<file path="src/rtl/alu_op_sequencer.sv">
// alu_op_sequencer: initiator for the multi-cycle ALU enable/busy port.
// One operation is taken per request handshake. The operands are registered,
// the ALU is enabled for exactly one cycle, and the result and compare flags
// are captured when busy drops. They are returned on a valid/ready response
// channel together with the request tag.
// Optional build macro: ALUSEQ_WATCHDOG_EN adds a WAIT-state watchdog. When it
// expires, the watchdog resets the ALU and returns an error response.
module alu_op_sequencer #(
    parameter int TAG_W      = 4,
    parameter int WDOG_LIMIT = 64
) (
    input  logic             I_clk,
    input  logic             I_reset,
    // request channel
    input  logic             I_req_valid,
    output logic             O_req_ready,
    input  logic [4:0]       I_req_op,
    input  logic [31:0]      I_req_a,
    input  logic [31:0]      I_req_b,
    input  logic [TAG_W-1:0] I_req_tag,
    // response channel
    output logic             O_rsp_valid,
    input  logic             I_rsp_ready,
    output logic [31:0]      O_rsp_data,
    output logic             O_rsp_lt,
    output logic             O_rsp_ltu,
    output logic             O_rsp_eq,
    output logic [TAG_W-1:0] O_rsp_tag,
    output logic             O_rsp_err,
    // ALU port
    output logic             O_alu_en,
    output logic [4:0]       O_alu_op,
    output logic [31:0]      O_alu_s1,
    output logic [31:0]      O_alu_s2,
    output logic             O_alu_reset,
    input  logic             I_alu_busy,
    input  logic [31:0]      I_alu_data,
    input  logic             I_alu_lt,
    input  logic             I_alu_ltu,
    input  logic             I_alu_eq
);

    typedef enum logic [1:0] {
        ST_IDLE  = 2'd0,
        ST_ISSUE = 2'd1,
        ST_WAIT  = 2'd2,
        ST_RESP  = 2'd3
    } state_t;

    state_t             r_state;
    state_t             w_state_nxt;

    logic [4:0]         r_op;
    logic [31:0]        r_a;
    logic [31:0]        r_b;
    logic [TAG_W-1:0]   r_tag;

    logic [31:0]        r_rsp_data;
    logic               r_rsp_lt;
    logic               r_rsp_ltu;
    logic               r_rsp_eq;

    logic               w_req_hs;
    logic               w_capture;
    logic               w_wdog_trip;

    assign w_req_hs  = (r_state == ST_IDLE) && I_req_valid;
    assign w_capture = (r_state == ST_WAIT) && !I_alu_busy;

`ifdef ALUSEQ_WATCHDOG_EN
    localparam logic [15:0] LP_WDOG_LIMIT = 16'(WDOG_LIMIT);

    logic [15:0]        r_wdog_cnt;
    logic               r_wdog_pulse;
    logic               r_rsp_err;

    // The watchdog trips on the busy WAIT cycle that brings the count up to the limit.
    assign w_wdog_trip = (r_state == ST_WAIT) && I_alu_busy &&
                         (r_wdog_cnt == (LP_WDOG_LIMIT - 16'd1));

    // Watchdog counter: cleared on ISSUE, counts busy WAIT cycles
    always_ff @(posedge I_clk or posedge I_reset) begin
        if (I_reset) begin
            r_wdog_cnt <= 16'd0;
        end else if (r_state == ST_ISSUE) begin
            r_wdog_cnt <= 16'd0;
        end else if ((r_state == ST_WAIT) && I_alu_busy) begin
            r_wdog_cnt <= r_wdog_cnt + 16'd1;
        end else begin
            r_wdog_cnt <= r_wdog_cnt;
        end
    end

    // One-cycle ALU reset pulse registered from the watchdog trip
    always_ff @(posedge I_clk or posedge I_reset) begin
        if (I_reset) begin
            r_wdog_pulse <= 1'b0;
        end else begin
            r_wdog_pulse <= w_wdog_trip;
        end
    end

    // Error flag: set by an aborted WAIT, cleared by a normal completion
    always_ff @(posedge I_clk or posedge I_reset) begin
        if (I_reset) begin
            r_rsp_err <= 1'b0;
        end else if (w_capture) begin
            r_rsp_err <= 1'b0;
        end else if (w_wdog_trip) begin
            r_rsp_err <= 1'b1;
        end else begin
            r_rsp_err <= r_rsp_err;
        end
    end

    assign O_alu_reset = I_reset | r_wdog_pulse;
    assign O_rsp_err   = r_rsp_err;
`else
    logic w_unused_wdog;

    // Without the watchdog, WAIT lasts until busy drops.
    assign w_wdog_trip   = 1'b0;
    assign w_unused_wdog = |WDOG_LIMIT;
    assign O_alu_reset   = I_reset;
    assign O_rsp_err     = 1'b0;
`endif

    // State register
    always_ff @(posedge I_clk or posedge I_reset) begin
        if (I_reset) begin
            r_state <= ST_IDLE;
        end else begin
            r_state <= w_state_nxt;
        end
    end

    // Next-state logic
    always_comb begin
        w_state_nxt = r_state;
        case (r_state)
            ST_IDLE: begin
                if (I_req_valid) begin
                    w_state_nxt = ST_ISSUE;
                end else begin
                    w_state_nxt = ST_IDLE;
                end
            end
            ST_ISSUE: begin
                w_state_nxt = ST_WAIT;
            end
            ST_WAIT: begin
                if (!I_alu_busy) begin
                    w_state_nxt = ST_RESP;
                end else if (w_wdog_trip) begin
                    w_state_nxt = ST_RESP;
                end else begin
                    w_state_nxt = ST_WAIT;
                end
            end
            ST_RESP: begin
                if (I_rsp_ready) begin
                    w_state_nxt = ST_IDLE;
                end else begin
                    w_state_nxt = ST_RESP;
                end
            end
            default: begin
                w_state_nxt = ST_IDLE;
            end
        endcase
    end

    // State-decoded handshake and enable outputs. Enable is never raised in WAIT.
    // Raising it there would restart the ALU when busy falls.
    always_comb begin
        O_req_ready = 1'b0;
        O_rsp_valid = 1'b0;
        O_alu_en    = 1'b0;
        case (r_state)
            ST_IDLE: begin
                O_req_ready = 1'b1;
            end
            ST_ISSUE: begin
                O_alu_en = 1'b1;
            end
            ST_WAIT: begin
                O_alu_en = 1'b0;
            end
            ST_RESP: begin
                O_rsp_valid = 1'b1;
            end
            default: begin
                O_req_ready = 1'b0;
            end
        endcase
    end

    // Operand registers: loaded only on the request handshake.
    // They stay frozen until the next operation, because the ALU re-reads them late.
    always_ff @(posedge I_clk or posedge I_reset) begin
        if (I_reset) begin
            r_op  <= 5'd0;
            r_a   <= 32'd0;
            r_b   <= 32'd0;
            r_tag <= '0;
        end else if (w_req_hs) begin
            r_op  <= I_req_op;
            r_a   <= I_req_a;
            r_b   <= I_req_b;
            r_tag <= I_req_tag;
        end else begin
            r_op  <= r_op;
            r_a   <= r_a;
            r_b   <= r_b;
            r_tag <= r_tag;
        end
    end

    // Response capture: the ALU result on the first non-busy WAIT cycle, zeros on abort
    always_ff @(posedge I_clk or posedge I_reset) begin
        if (I_reset) begin
            r_rsp_data <= 32'd0;
            r_rsp_lt   <= 1'b0;
            r_rsp_ltu  <= 1'b0;
            r_rsp_eq   <= 1'b0;
        end else if (w_capture) begin
            r_rsp_data <= I_alu_data;
            r_rsp_lt   <= I_alu_lt;
            r_rsp_ltu  <= I_alu_ltu;
            r_rsp_eq   <= I_alu_eq;
        end else if (w_wdog_trip) begin
            r_rsp_data <= 32'd0;
            r_rsp_lt   <= 1'b0;
            r_rsp_ltu  <= 1'b0;
            r_rsp_eq   <= 1'b0;
        end else begin
            r_rsp_data <= r_rsp_data;
            r_rsp_lt   <= r_rsp_lt;
            r_rsp_ltu  <= r_rsp_ltu;
            r_rsp_eq   <= r_rsp_eq;
        end
    end

    assign O_alu_op   = r_op;
    assign O_alu_s1   = r_a;
    assign O_alu_s2   = r_b;
    assign O_rsp_data = r_rsp_data;
    assign O_rsp_lt   = r_rsp_lt;
    assign O_rsp_ltu  = r_rsp_ltu;
    assign O_rsp_eq   = r_rsp_eq;
    assign O_rsp_tag  = r_tag;

endmodule

</file>
<file path="config.mk">
export PLATFORM = sky130hd
export DESIGN_NAME = alu_op_sequencer
export DESIGN_NICKNAME = d
export VERILOG_FILES = /design/src/rtl/alu_op_sequencer.sv
export SDC_FILE = /design/constraint.sdc
export NUM_CORES = 1
export LEC_CHECK = 0
export ABC_AREA = 1
export CAP_MARGIN = 5
export CORE_MARGIN = 2
export CORE_UTILIZATION = 29
export DETAILED_ROUTE_END_ITERATION = 8
export PLACE_DENSITY_LB_ADDON = 0.08
export SLEW_MARGIN = 10
export SYNTH_ARGS = -nofsm -noshare
export SYNTH_HDL_FRONTEND = slang
export SYNTH_SLANG_ARGS = --single-unit
</file>
<file path="constraint.sdc">
create_clock -name I_clk -period 7.9 [get_ports I_clk]
set_clock_uncertainty 0.15 [all_clocks]
set_input_delay 1.58 -clock I_clk [delete_from_list [all_inputs] [get_ports I_clk]]
set_output_delay 1.58 -clock I_clk [all_outputs]
set_load 0.05 [all_outputs]
</file>
==> reports/metrics.csv <==
stage,metric,value,unit
cts,clkLatencyLatePin,0.35,ns
global_routing,use_met2,0.279,
power_and_ir_drop,internal_power,1.73,mW
finish,multi_input_area,0.00145,mm²
global_routing,grt.total_usage,0.170,
critical_path,critPathKind,in2out,
logic_synthesis,ys_warn_count,0,
critical_path,crit_path_max_fanout,2,
logic_synthesis,syn_area,0.00446,mm²
finish,antennaDiodeCount,0,
power_and_ir_drop,swShare,0.502,
route,ant_nets,0,
critical_path,crit_end,O_alu_reset,
global_routing,grt_pass1_wl,21500,µm
power_and_ir_drop,power.leakage,3.36,nW
logic_synthesis,synth.top_cell.area_share,0.617,
route,first_iter_violations,291,
timing,whs,0.319,ns
critical_path,cp_slowest_cell,clkdlybuf4s50_1,
die,core,0.0151,mm²
timing,maxSlewHeadroom,0.454,
cts,clockBufferDepth,2,
global_routing,grt_max_degree,76,
timing,finalHoldViolations,0,
timing,slew_viol_final,0,
critical_path,critPathBufInv,2,
timing,fin_crit_sh,0.589,
die,dieArea,0.0164,mm²
logic_synthesis,postSynthNetCount,602,
placement,dp_hpwl,8960,µm
die,dieWidth,128,µm
power_and_ir_drop,pwr_density_cell,491,mW/mm²
route,routed_wl,13700,µm
logic_synthesis,synth-seq-cells,110,
critical_path,cp-end-kind,output port,
placement,port_buffers,224,
timing,finalSetupTns,0,ns
cts,clkTransAtPathRegs,0.07,ns
critical_path,r2r_cells,7,
critical_path,worst-path-stages,2,
timing,rsz0062_at_grt,false,
power_and_ir_drop,ir_drop,0.000260,V
critical_path,r2r_slack,4.96,ns
logic_synthesis,yosysTopAreaCell,dfrtp_1,
critical_path,required,6.17,ns
critical_path,rr_endpoint,O_alu_s1[27],
global_routing,antenna_found_initial,0,
finish,drive_gt1_frac,0.0360,
critical_path,max_stage_delay,0.82,ns
power_and_ir_drop,p_comb_frac,0.580,
timing,finalCriticalPeriod,4.65,ns
logic_synthesis,synth_enable_flop_cells,0,
power_and_ir_drop,total_power,3.47,mW
die,ios,226,
finish,area_growth,58.2,%
timing,worst_slew_pin_slew,0.819,ns
global_routing,use_met3,0.0751,
critical_path,arrival,2.92,ns
cts,cts_hold_buf,0,
global_routing,top_usage_layer,met2,
logic_synthesis,syn-instance-count,489,
power_and_ir_drop,p_clk_frac,0.141,
global_routing,grt-ovfl-total,0,
power_and_ir_drop,seq_power_share,0.279,
logic_synthesis,synthFlopType,dfrtp_1,
route,vias,4114,
logic_synthesis,syn-mean-instance-area,9.12,µm²
logic_synthesis,synth_most_common_cell,nand2_1,
critical_path,crit_chain,clkdlybuf4s50_1 > clkdlybuf4s50_1,
die,die_h,128,µm
die,rows,45,
critical_path,crit_family,buffers and inverters,
finish,design_area,0.00706,mm²
logic_synthesis,synth_area_leaders,"dfrtp_1, nand2_1, nand3_1, nand4_1, buf_4",
timing,clock.fmax,215,MHz
critical_path,reg2reg_from,r_state[1],
cts,cts_tree,done,
cts,root_buffer,clkbuf_16,
hold_path,worstHoldStart,O_alu_s1[10],
global_routing,grt_pass1_vias,4085,
finish,fillCellCount,1450,
flow_run,max_cap_viol_count,0,
finish,nets,803,
logic_synthesis,async_flop_share,1.00,
route,wl_per_cell,15.5,µm
critical_path,cp_common_cell,clkdlybuf4s50_1,
logic_synthesis,yosysUniqueCellTypes,16,
cts,ctsResizeCount,0,
route,drc,0,
cts,cts_setup_buffers,0,
finish,regArea,0.00275,mm²
outcome,status,"finished, final reports clean",
placement,dpl-instance-area,0.00674,mm²
critical_path,cp-startpoint,I_reset,
logic_synthesis,ys_seq_area_frac,0.617,
route,viasPerCell,4.66,
hold_path,hp-class,reg2reg,
global_routing,met1_usage,0.201,
cts,cts_made_buffers,9,
logic_synthesis,yosys-top-cells-count,"nand2_1, dfrtp_1, nand3_1",
die,initial_core_util,0.295,
cts,cts_max_level,3,
cts,clock_sink_count,110,
critical_path,cp-start-kind,input port,
placement,gp_congestion,0.771,
timing,setup_viol,0,
power_and_ir_drop,p_switching,1.74,mW
route,firstDrtPassIters,4,
-- cells by family (layout without fill, tap and decap cells) --
group,after synthesis,count (layout),synth area share
AOI/OAI and AO/OA,1,1,0.00112
other,1,1,0.000840
buffers and inverters,46,252,0.0600
and+or+nand+nor,331,331,0.321
DFF,110,110,0.617
-- registers in the layout (all words and copies together) (netlist names) --
signal      count
O_rsp_data     32
r_state         2
O_rsp_lt        1
O_alu_op        5
O_alu_s1       32
O_rsp_ltu       1
O_alu_s2       32
O_rsp_tag       4
O_rsp_eq        1
-- worst min-delay path by stage --
stage | depth (start not counted) | slack [ns] | endpoint
CTS | 2 | 0.32 | O_alu_s1[10]
finish | 2 | 0.32 | O_alu_s1[10]
global placement | 2 | 0.30 | O_alu_s1[2]
global route | 2 | 0.34 | O_alu_s1[18]
floorplan | 2 | 0.42 | r_state[0]
detailed placement | 2 | 0.31 | O_alu_s1[10]
-- placed cells by master, fill, tap and decap left out, drive strengths merged --
cell type | Yosys | final
buf | 31 | 6
bufinv | 0 | 2
clkbuf | 8 | 13
clkdlybuf4s50 | 0 | 223
clkinvlp | 0 | 1
conb | 1 | 1
dfrtp | 110 | 110
inv | 7 | 7
nand2 | 218 | 218
nand3 | 76 | 76
nand4 | 35 | 35
nor2 | 2 | 2
o21ai | 1 | 1
-- power by group through the flow --
stage	logic, mW	registers (mW)	clock network, mW
floorplan	0.427	1.87	0
global placement	2.02	0.963	0
detailed placement	2.03	0.974	0
CTS	2.03	0.967	0.509
global route	2.13	1.00	0.529
finish	2.01	0.966	0.490
-- metrics by stage --
stage                     utilization  cells  setup slack [ns]
after floorplan                     -    489              3.27
final                           0.466    883              3.25
after global routing            0.466    883              3.20
after detailed placement        0.445    867              3.25
after CTS                       0.466    883              3.24
after global placement          0.445    867              3.23
-- per-layer routing --
metal,up-vias,part of all wire
li1,1980,-
met1,1979,0.41
met2,142,0.48
met3,13,0.092
met4,0,0.015
met5,-,0
-- worst register-to-register path, cell delays in order (launching register included) --
cell and delay, ns:
dfrtp_1 0.36, buf_4 0.27, nor2_4 0.15, buf_4 0.63, nand2_2 0.59, buf_4 0.47
nand2_1 0.15, nand2_1 0.06
-- layout make-up --
type / instances / share of cell area
clock inverters: 3 / 0.00957
multi-input cells: 333 / 0.205
repair buffers: 229 / 0.322
clock buffers: 13 / 0.0355
flip-flops and latches: 110 / 0.390
inverters: 7 / 0.00408
well taps: 188 / 0.0333
Power figures use the tool's default switching activity.
